<file path="src/rtl/fetch_pkg.sv">
// Shared types and defaults for the instruction fetch stage.
// Defaults for address/data width, queue depth and reset PC.
package fetch_pkg;

  typedef enum logic {
    RUN,
    FLUSH
  } state_t;

  localparam int          DEF_AW       = 16;
  localparam int          DEF_DW       = 32;
  localparam int          DEF_DEPTH    = 2;
  localparam logic [15:0] DEF_RESET_PC = 16'h0000;

  function automatic logic [31:0] sat_add(
    input logic [31:0] a,
    input logic [31:0] b
  );
    logic [32:0] s;
    s = {1'b0, a} + {1'b0, b};
    return s[32] ? '1 : s[31:0];
  endfunction

endpackage

</file>
<file path="src/rtl/fetch_queue.sv">
// Prefetch FIFO carrying {code, pc}, with a single-cycle flush.
// Wrap-around pointers plus an explicit occupancy count.
module fetch_queue #(
  parameter int            W       = 48,
  parameter int            DEPTH   = 2,
  parameter logic [W-1:0]  RST_VAL = '0,
  localparam int           PW      = $clog2(DEPTH),
  localparam int           CW      = $clog2(DEPTH + 1)
) (
  input  logic          clk,
  input  logic          rst_n,
  input  logic          flush,
  input  logic          push,
  input  logic [W-1:0]  wdata,
  input  logic          pop,
  output logic [W-1:0]  rdata,
  output logic [CW-1:0] count
);

  logic [W-1:0]  mem [DEPTH];
  logic [PW-1:0] wp;
  logic [PW-1:0] rp;

  always_ff @(posedge clk or negedge rst_n) begin
    if (!rst_n) begin
      for (int i = 0; i < DEPTH; i++) begin
        mem[i] <= RST_VAL;
      end
      wp    <= '0;
      rp    <= '0;
      count <= '0;
    end else if (flush) begin
      wp    <= '0;
      rp    <= '0;
      count <= '0;
    end else begin
      if (push) begin
        mem[wp] <= wdata;
        wp      <= wp + 1'b1;
      end
      if (pop) begin
        rp <= rp + 1'b1;
      end
      count <= count + CW'(push) - CW'(pop);
    end
  end

  assign rdata = mem[rp];

endmodule

</file>
<file path="src/rtl/fetch_unit.sv">
// Instruction fetch: PC generation, credit-limited imem reads, prefetch queue.
// Define FETCH_PERF_EN to add saturating perf_fetched/perf_dropped counters.
module fetch_unit
  import fetch_pkg::*;
#(
  parameter int            AW       = DEF_AW,
  parameter int            DW       = DEF_DW,
  parameter int            DEPTH    = DEF_DEPTH,
  parameter logic [AW-1:0] RESET_PC = AW'(DEF_RESET_PC)
) (
  input  logic          clk,
  input  logic          reset,
  output logic          imem_req,
  output logic [AW-1:0] imem_addr,
  input  logic          imem_gnt,
  input  logic          imem_rvalid,
  input  logic [DW-1:0] imem_rdata,
  input  logic          redirect,
  input  logic [AW-1:0] redirect_pc,
  output logic          inst_valid,
  input  logic          inst_ready,
  output logic [DW-1:0] inst_code,
`ifdef FETCH_PERF_EN
  output logic [31:0]   perf_fetched,
  output logic [31:0]   perf_dropped,
`endif
  output logic [AW-1:0] counter
);

  localparam int            CW  = $clog2(DEPTH + 1);
  localparam logic [CW:0]   CAP = (CW + 1)'(DEPTH);

  state_t        state, state_n;
  logic [AW-1:0] fetch_pc, fetch_pc_n;
  logic [CW-1:0] outstanding, outst_n;
  logic [CW-1:0] discard, discard_n;
  logic [CW-1:0] q_count;
  logic [CW:0]   credit;
  logic          live;
  logic          gnt_ok, rsp_ok, drop, push, pop;
  logic [AW-1:0] rsp_pc;
  logic [DW+AW-1:0] q_head;

  assign pop        = inst_valid && inst_ready;
  assign inst_valid = (q_count != '0);

  // A head leaving this cycle frees a slot, keeping full rate at DEPTH 2
  assign credit   = {1'b0, outstanding} + {1'b0, q_count}
                  - {{CW{1'b0}}, pop};
  assign imem_req  = live && (credit < CAP);
  assign imem_addr = fetch_pc;

  assign gnt_ok = imem_req && imem_gnt;
  assign rsp_ok = imem_rvalid && (outstanding != '0);
  assign drop   = rsp_ok && (redirect || state == FLUSH);
  assign push   = rsp_ok && !drop;

  // Kept reads are contiguous and end just below fetch_pc
  assign rsp_pc = fetch_pc - AW'(outstanding - discard);

  always_comb begin
    state_n    = state;
    fetch_pc_n = fetch_pc;
    discard_n  = discard;
    outst_n    = outstanding + CW'(gnt_ok) - CW'(rsp_ok);
    if (redirect) begin
      fetch_pc_n = redirect_pc;
      discard_n  = outst_n;
    end else begin
      if (gnt_ok) fetch_pc_n = fetch_pc + 1'b1;
      if (rsp_ok && state == FLUSH) discard_n = discard - 1'b1;
    end
    unique case (state)
      RUN:   if (discard_n != '0) state_n = FLUSH;
      FLUSH: if (discard_n == '0) state_n = RUN;
      default: state_n = RUN;
    endcase
  end

  always_ff @(posedge clk or negedge reset) begin
    if (!reset) begin
      state       <= RUN;
      fetch_pc    <= RESET_PC;
      outstanding <= '0;
      discard     <= '0;
      live        <= 1'b0;
    end else begin
      state       <= state_n;
      fetch_pc    <= fetch_pc_n;
      outstanding <= outst_n;
      discard     <= discard_n;
      live        <= 1'b1;
    end
  end

  fetch_queue #(
    .W       (DW + AW),
    .DEPTH   (DEPTH),
    .RST_VAL ({{DW{1'b0}}, RESET_PC})
  ) u_queue (
    .clk   (clk),
    .rst_n (reset),
    .flush (redirect),
    .push  (push),
    .wdata ({imem_rdata, rsp_pc}),
    .pop   (pop),
    .rdata (q_head),
    .count (q_count)
  );

  assign inst_code = q_head[DW+AW-1:AW];
  assign counter   = q_head[AW-1:0];

`ifdef FETCH_PERF_EN
  logic [CW-1:0] flushed;
  assign flushed = redirect ? q_count - CW'(pop) : '0;

  always_ff @(posedge clk or negedge reset) begin
    if (!reset) begin
      perf_fetched <= '0;
      perf_dropped <= '0;
    end else begin
      perf_fetched <= sat_add(perf_fetched, 32'(pop));
      perf_dropped <= sat_add(perf_dropped,
                              32'(flushed) + 32'(drop));
    end
  end
`endif

endmodule

</file>
<file path="config.mk">
export PLATFORM = sky130hd
export DESIGN_NAME = fetch_unit
export DESIGN_NICKNAME = d
export VERILOG_FILES = /design/src/rtl/fetch_pkg.sv /design/src/rtl/fetch_queue.sv /design/src/rtl/fetch_unit.sv
export SDC_FILE = /design/constraint.sdc
export NUM_CORES = 1
export LEC_CHECK = 0
export ABC_AREA = 1
export CORE_ASPECT_RATIO = 0.8
export CORE_MARGIN = 2
export CORE_UTILIZATION = 45
export DETAILED_ROUTE_END_ITERATION = 6
export PLACE_DENSITY = 0.7
export SETUP_SLACK_MARGIN = 0.4
export SLEW_MARGIN = 20
export SYNTH_ARGS = -nofsm -noshare
export SYNTH_HDL_FRONTEND = slang
export SYNTH_HIERARCHICAL = 1
export SYNTH_SLANG_ARGS = --single-unit
</file>
<file path="constraint.sdc">
create_clock -name clk -period 3.6 [get_ports clk]
set_input_delay 0.9 -clock clk [delete_from_list [all_inputs] [get_ports clk]]
set_output_delay 0.9 -clock clk [all_outputs]
set_load 0.02 [all_outputs]
</file>
# Word level (Yosys, flattened, before mapping)
# Cells that the tools add are included.
[classes]
add_sub_neg = 12
order_cmp = 4
mux = 18
bitwise = 4
reduce_logical = 18
[ops]
columns = ["operator", "n"]
rows = [
  ["48-bit 2-to-1 mux", 4],
  ["96-bit bitwise mux", 1],
  ["48-bit demux with 1-bit select", 1],
  ["16-bit 2-to-1 mux", 2],
  ["16-bit by 1-bit adder with 16-bit output, second input constant", 1],
  ["16-bit subtractor", 1],
  ["2-bit nonzero test", 6],
  ["1-bit logical AND", 8],
  ["1-bit 2-to-1 mux", 6],
  ["2-bit 2-to-1 mux", 3],
  ["2-bit by 1-bit adder with 2-bit output", 2],
  ["2-bit greater-or-equal comparator, second input constant", 2],
  ["1-bit NOT with 2-bit output", 2],
  ["2-bit by 1-bit subtractor with 2-bit output", 2],
  ["2-bit by 2-bit adder with 3-bit output", 1],
  ["3-bit by 2-bit less-than comparator with 1-bit output, second input constant", 1],
  ["2-bit by 2-bit subtractor with 3-bit output", 1],
  ["3-bit by 1-bit subtractor with 3-bit output", 1],
  ["1-bit adder, second input constant", 2],
  ["2-bit zero test", 1],
  ["2-bit by 1-bit less-than comparator with 1-bit output, second input constant", 1],
  ["1-bit NOT", 2],
  ["1-bit one-hot mux with 2 select lines", 1],
  ["2-bit AND reduction", 1],
  ["other kinds (3)", 3],
]
[totals]
ff_bits = 122
input_bits = 54
wordCells = 66

# Depth between registers and ports, before layout
[logic_depth]
depth_word = 12
ltp_mapped = 16

# By module
# The synthesis kept the hierarchy.
[modules_own_cells]
columns = ["mod", "instances", "cells_per_inst", "area_each_um2", "seq_area_each_um2"]
rows = [
  ["fetch_queue", 1, 436, 4357.9, 2502.4],
  ["fetch_unit", 1, 406, 2494.9, 550.5],
]

# Least setup slack after synthesis
# OpenSTA, ideal clock, no wires.
[synth_timing]
path_kind = "in2reg"
from = "input port inst_ready"
to = "register state"
setup_ps = 126
arrival_ps = 3461
required_ps = 3474
path_slack_ps = 14
cell_stages = 14
path_buffers = 1
cell_sequence = "o21a_1 ha_1 or2_2 fa_1 inv_1 nor2_4 nand4_4 buf_4 ha_1 inv_1 ha_1 or2_0 nand2_1 nand3_1"
[synth_between]
elab_chain_len = 11
elab_cells_between_ends = 13
[synth_rtl]
columns = ["element", "line", "source"]
rows = [
  ["from (decl)", "fetch_unit.sv:21", "input logic inst_ready,"],
  ["1-bit logical AND (*)", "fetch_unit.sv:44", "assign pop = inst_valid && inst_ready;"],
  ["3-bit by 1-bit subtractor with 3-bit output (*)", "fetch_unit.sv:49", "- {{CW{1'b0}}, pop};"],
  ["3-bit by 2-bit less-than comparator with 1-bit output (*)", "fetch_unit.sv:50", "assign imem_req = live && (credit < CAP);"],
  ["1-bit logical AND (*)", "fetch_unit.sv:50", ""],
  ["1-bit logical AND (*)", "fetch_unit.sv:53", "assign gnt_ok = imem_req && imem_gnt;"],
  ["2-bit by 1-bit adder with 2-bit output (*)", "fetch_unit.sv:65", "outst_n = outstanding + CW'(gnt_ok) - CW'(rsp_ok);"],
  ["2-bit by 1-bit subtractor with 2-bit output (*)", "fetch_unit.sv:65", ""],
  ["named net outst_n[0]", "fetch_unit.sv:35", "logic [CW-1:0] outstanding, outst_n;"],
  ["2-bit 2-to-1 mux (*)", "fetch_unit.sv:66", "if (redirect) begin"],
  ["2-bit zero test or 2-bit nonzero test (tied branches)", "fetch_unit.sv:75, fetch_unit.sv:74", ""],
  ["1-bit 2-to-1 mux (on tied branches)", "fetch_unit.sv:75, fetch_unit.sv:74", ""],
  ["1-bit one-hot mux with 2 select lines (*)", "fetch_unit.sv:73", "unique case (state)"],
  ["named net state_n", "fetch_unit.sv:33", "state_t state, state_n;"],
  ["to (signal assigned)", "fetch_unit.sv:88", "state <= state_n;"],
  ["to (decl)", "fetch_unit.sv:33", ""],
]
# The timed path passes the listed nets; every way through them passes the cells marked *.
# A chain may end at the register's enable or synchronous reset.

# Worst setup path in the final report
[layout_timing]
from = "input port inst_ready"
to = "output port imem_req"
[layout_between]
elab_chain_len = 4
[layout_rtl]
columns = ["element", "line", "source"]
rows = [
  ["1-bit logical AND", "fetch_unit.sv:44", ""],
  ["named net pop", "fetch_unit.sv:40", "logic gnt_ok, rsp_ok, drop, push, pop;"],
  ["3-bit by 1-bit subtractor with 3-bit output", "fetch_unit.sv:49", ""],
  ["3-bit by 2-bit less-than comparator with 1-bit output", "fetch_unit.sv:50", ""],
  ["1-bit logical AND", "fetch_unit.sv:50", ""],
  ["to (decl)", "fetch_unit.sv:13", "output logic imem_req,"],
]
# The timed path passes the listed nets, and every way through them passes these cells.

==> run summary <==
status - completed
Ant. Diodes - 0
Initial Utilization - 0.458
Worst Tran Pin Value - 0.604 ns
Worst-path clk slew - 0.06 ns
Cell variety after synth - 37
Post-Syn Nets - 922
CTS sink count - 122
CP most frequent cell - buf_6
clock share of power - 0.195
layout cell share with drive strength beyond 1 - 0.111
TritonCTS clock tree - yes
Boundary Pins - 120
vias per cell - 4.83
largest net degree at the start of global routing - 77
Slowest Stage Delay on Critical Path - 0.54 ns
Mean Syn Cell Area - 8.14 um2
Netlist Area Pre-Place - 0.00685 mm2
antenna violations before repair - 0
router iterations before antenna repair - 5
Lkg Pwr - 4.52 nW
post-DP HPWL - 10.4 mm
Seq/Total Area, Yosys - 0.445
Place WS - -0.655 ns
Setup violations, final - 0
Setup CP Type - input pin to primary output
Slew Limit Fails - 0
FF-to-FF Start - u_queue/count[0]$_DFF_PN0_
min Tclk post-route - 3.43 ns
unrepaired setup endpoints after global routing - true
row cnt - 40
Ys Warns - 6
# DRC - 0
Detail Route Antenna Nets - 0
total length of routed wires - 15.2 mm
DRT iter0 DRCs - 300
sw frac - 0.426
die extent in y - 114 um
number of synthesized register bits - 122
first-pass GRT wire length - 26.0 mm
Final period util - 0.954
total number of vias - 5636
# nets final - 1045
IO buf count - 119
Worst Path Required - 2.70 ns
DIE AREA - 0.0162 mm2
Worst setup SP type - input pin
beginning of the critical path - inst_ready
final setup skew - 0.00788 ns
relative slew slack - 0.596
Top delay family on crit path - adder cells
routability cong. - 0.811
Setup WS post-layout - 0.166 ns
number of global-route vias before repair - 5529
Layout area overhead - 29.8%
Fmax achieved - 291 MHz
Logic pwr share - 0.552
WL/cell - 13.0 um
CP cell instances - buf_6 > o21a_1 > ha_1 > or2_4 > fa_2 > inv_2 > nor2_4 > and3_4 > buf_6
GRT Residual Overflow - 0
worst hold margin - 0.477 ns
max-capacitance violation count - 0
CTS H-tree depth - 4
TritonCTS Buffers - 17
clock root buffer - clkbuf_16
CP max stage cell - fa_2
WP data arrival - 2.53 ns
Int Pwr - 4.84 mW
All-Layer GR Usage - 0.201
HP Class - input pin to asynchronous set/reset pin
Buf/Inv on CP - 3
Clk Latency, worst-skew pair - 0.42 ns
PD cells - 948 mW/mm2
Worst setup EP type - primary output
Seq pwr share - 0.253
clk buf depth - 2
die width - 142 um
Worst VDD drop - 0.404 mV
CP Max Fanout - 2
count of final hold-check violations - 0
Core ar. - 0.0150 mm2
reported net switching power - 3.59 mW
# hold bufs at CTS - 0
Synth Instances - 842
[registers in the layout, summed over array words and instances, names as in the netlist]
name and flops:
imem_addr 16, live 1, discard 2, state 1
u_queue/mem 96, u_queue/wp 1, outstanding 2, u_queue/count 2
u_queue/rp 1
[path summary, 6_finish.rpt]
check	end	slack (ns)	depth (start not counted)
max in group asynchronous	u_queue/mem[62]$_DFFE_PN0P_	2.29	2
worst max register to register	state$_DFF_PN0_	0.51	16
min in group clk	u_queue/mem[76]$_DFFE_PN0P_	0.48	2
worst max-delay path	imem_req	0.17	9
worst min-delay path	u_queue/mem[33]$_DFFE_PN0P_	0.48	1
worst min register to register	u_queue/mem[76]$_DFFE_PN0P_	0.48	2
[Yosys cell counts]
library cell / count / share of area
nand2_1: 259 / 0.14
inv_1: 123 / 0.067
dfrtp_1: 122 / 0.45
o21ai_1: 76 / 0.056
nand3_1: 51 / 0.037
mux2_2: 35 / 0.058
nor2_1: 25 / 0.014
ha_1: 23 / 0.042
o21ai_0: 23 / 0.017
mux2_1: 13 / 0.021
buf_2: 11 / 0.0080
a21oi_1: 10 / 0.0073
xor2_1: 10 / 0.013
clkbuf_1: 9 / 0.0049
buf_6: 7 / 0.012
nand4_1: 5 / 0.0046
xnor2_1: 5 / 0.0064
buf_4: 4 / 0.0044
nor3_1: 4 / 0.0029
fa_1: 3 / 0.0088
inv_2: 2 / 0.0011
nand3_2: 2 / 0.0029
nor2_2: 2 / 0.0018
nor2_4: 2 / 0.0033
o21bai_1: 2 / 0.0022
or2_0: 2 / 0.0018
or2_2: 2 / 0.0018
and2_1: 1 / 0.00091
and3_1: 1 / 0.00091
clkbuf_2: 1 / 0.00073
conb_1: 1 / 0.00055
nand2_2: 1 / 0.00091
nand3b_1: 1 / 0.0011
nand3b_4: 1 / 0.0029
nand4_4: 1 / 0.0031
nor3_4: 1 / 0.0024
o21a_1: 1 / 0.0011
[final cells by class]
class	instances	area, um2
Inverter	125	469
Timing Repair Buffer	136	1380
Tap cell	189	236
Multi-Input combinational cell	563	3180
Clock inverter	14	136
Clock buffer	18	439
Sequential cell	122	3050
Fill cell	1356	6070
[cells by family after synthesis]
group,Yosys count,share of synthesized area
xor+xnor,15,0.0192
compound gates,112,0.0829
buf+inv,157,0.0980
other cells,1,0.000547
flops,122,0.445
simple gates,361,0.224
fa+ha+maj,26,0.0508
mux,48,0.0789
[layout by cell type (no fill, tap or decap), types with 4 or more instances in the layout]
master           Yosys  layout
o21ai_0             23      23
a21oi_1             10      10
xnor2_1              5       4
nand4_1              5       5
clkdlybuf4s50_1      0     116
nor3_1               4       4
mux2_1              13      13
buf_12               0       5
xor2_1              10      10
mux2_2              35      35
ha_1                23      21
nand3_1             51      51
inv_2                2       4
clkbuf_16            0      17
o21ai_1             76      76
inv_1              123     121
clkinv_4             0       4
nand2_1            259     259
buf_4                4      13
nor2_1              25      25
inv_6                0       4
dfrtp_1            122     121
[timing repair]
item,4_1_cts,5_1_grt
gates resized for setup,12,0
endpoints found under the setup margin,5,3
pin swaps,8,3
buffers inserted,2,1
[worst register-to-register path, stage by stage, from the launching register on]
cell	delay [ns]
dfrtp_1	0.40
o21a_1	0.21
ha_1	0.27
or2_4	0.23
fa_2	0.54
inv_2	0.04
nor2_4	0.08
buf_4	0.10
buf_4	0.10
nand4_4	0.10
ha_4	0.29
inv_2	0.03
ha_4	0.15
xnor2_2	0.12
xor2_1	0.17
nand2_1	0.09
nand3_1	0.07
[power groups by stage]
stage | clock, mW | combinational, mW | sequential, mW
finish | 1.64 | 4.66 | 2.13
detailed placement | 0 | 4.60 | 2.15
CTS | 1.68 | 4.70 | 2.13
global route | 1.74 | 5.27 | 2.20
floorplan | 0 | 3.13 | 2.12
global placement | 0 | 4.53 | 2.14
[metal layers]
| metal | up-vias | track usage | routed length [um] |
|---|---|---|---|
| met5 | - | 0 | 0 |
| met4 | 0 | 0.0713 | 167 |
| met3 | 16 | 0.0448 | 590 |
| met2 | 97 | 0.316 | 6820 |
| met1 | 2606 | 0.276 | 7580 |
| li1 | 2917 | - | - |
[stage by stage]
stage / util / cell area (um2) / total power, mW / std cells / setup TNS [ns]
2_1_floorplan: - / 6890 / 5.25 / 842 / 0
3_3_place_gp: 0.554 / 8290 / 6.67 / 1132 / -1.36
3_5_place_dp: 0.554 / 8290 / 6.75 / 1132 / -1.59
4_1_cts: 0.594 / 8890 / 8.51 / 1166 / 0
5_1_grt: 0.594 / 8890 / 9.21 / 1167 / 0
6_report: 0.594 / 8890 / 8.43 / 1167 / 0
Power figures use the tool's default switching activity.
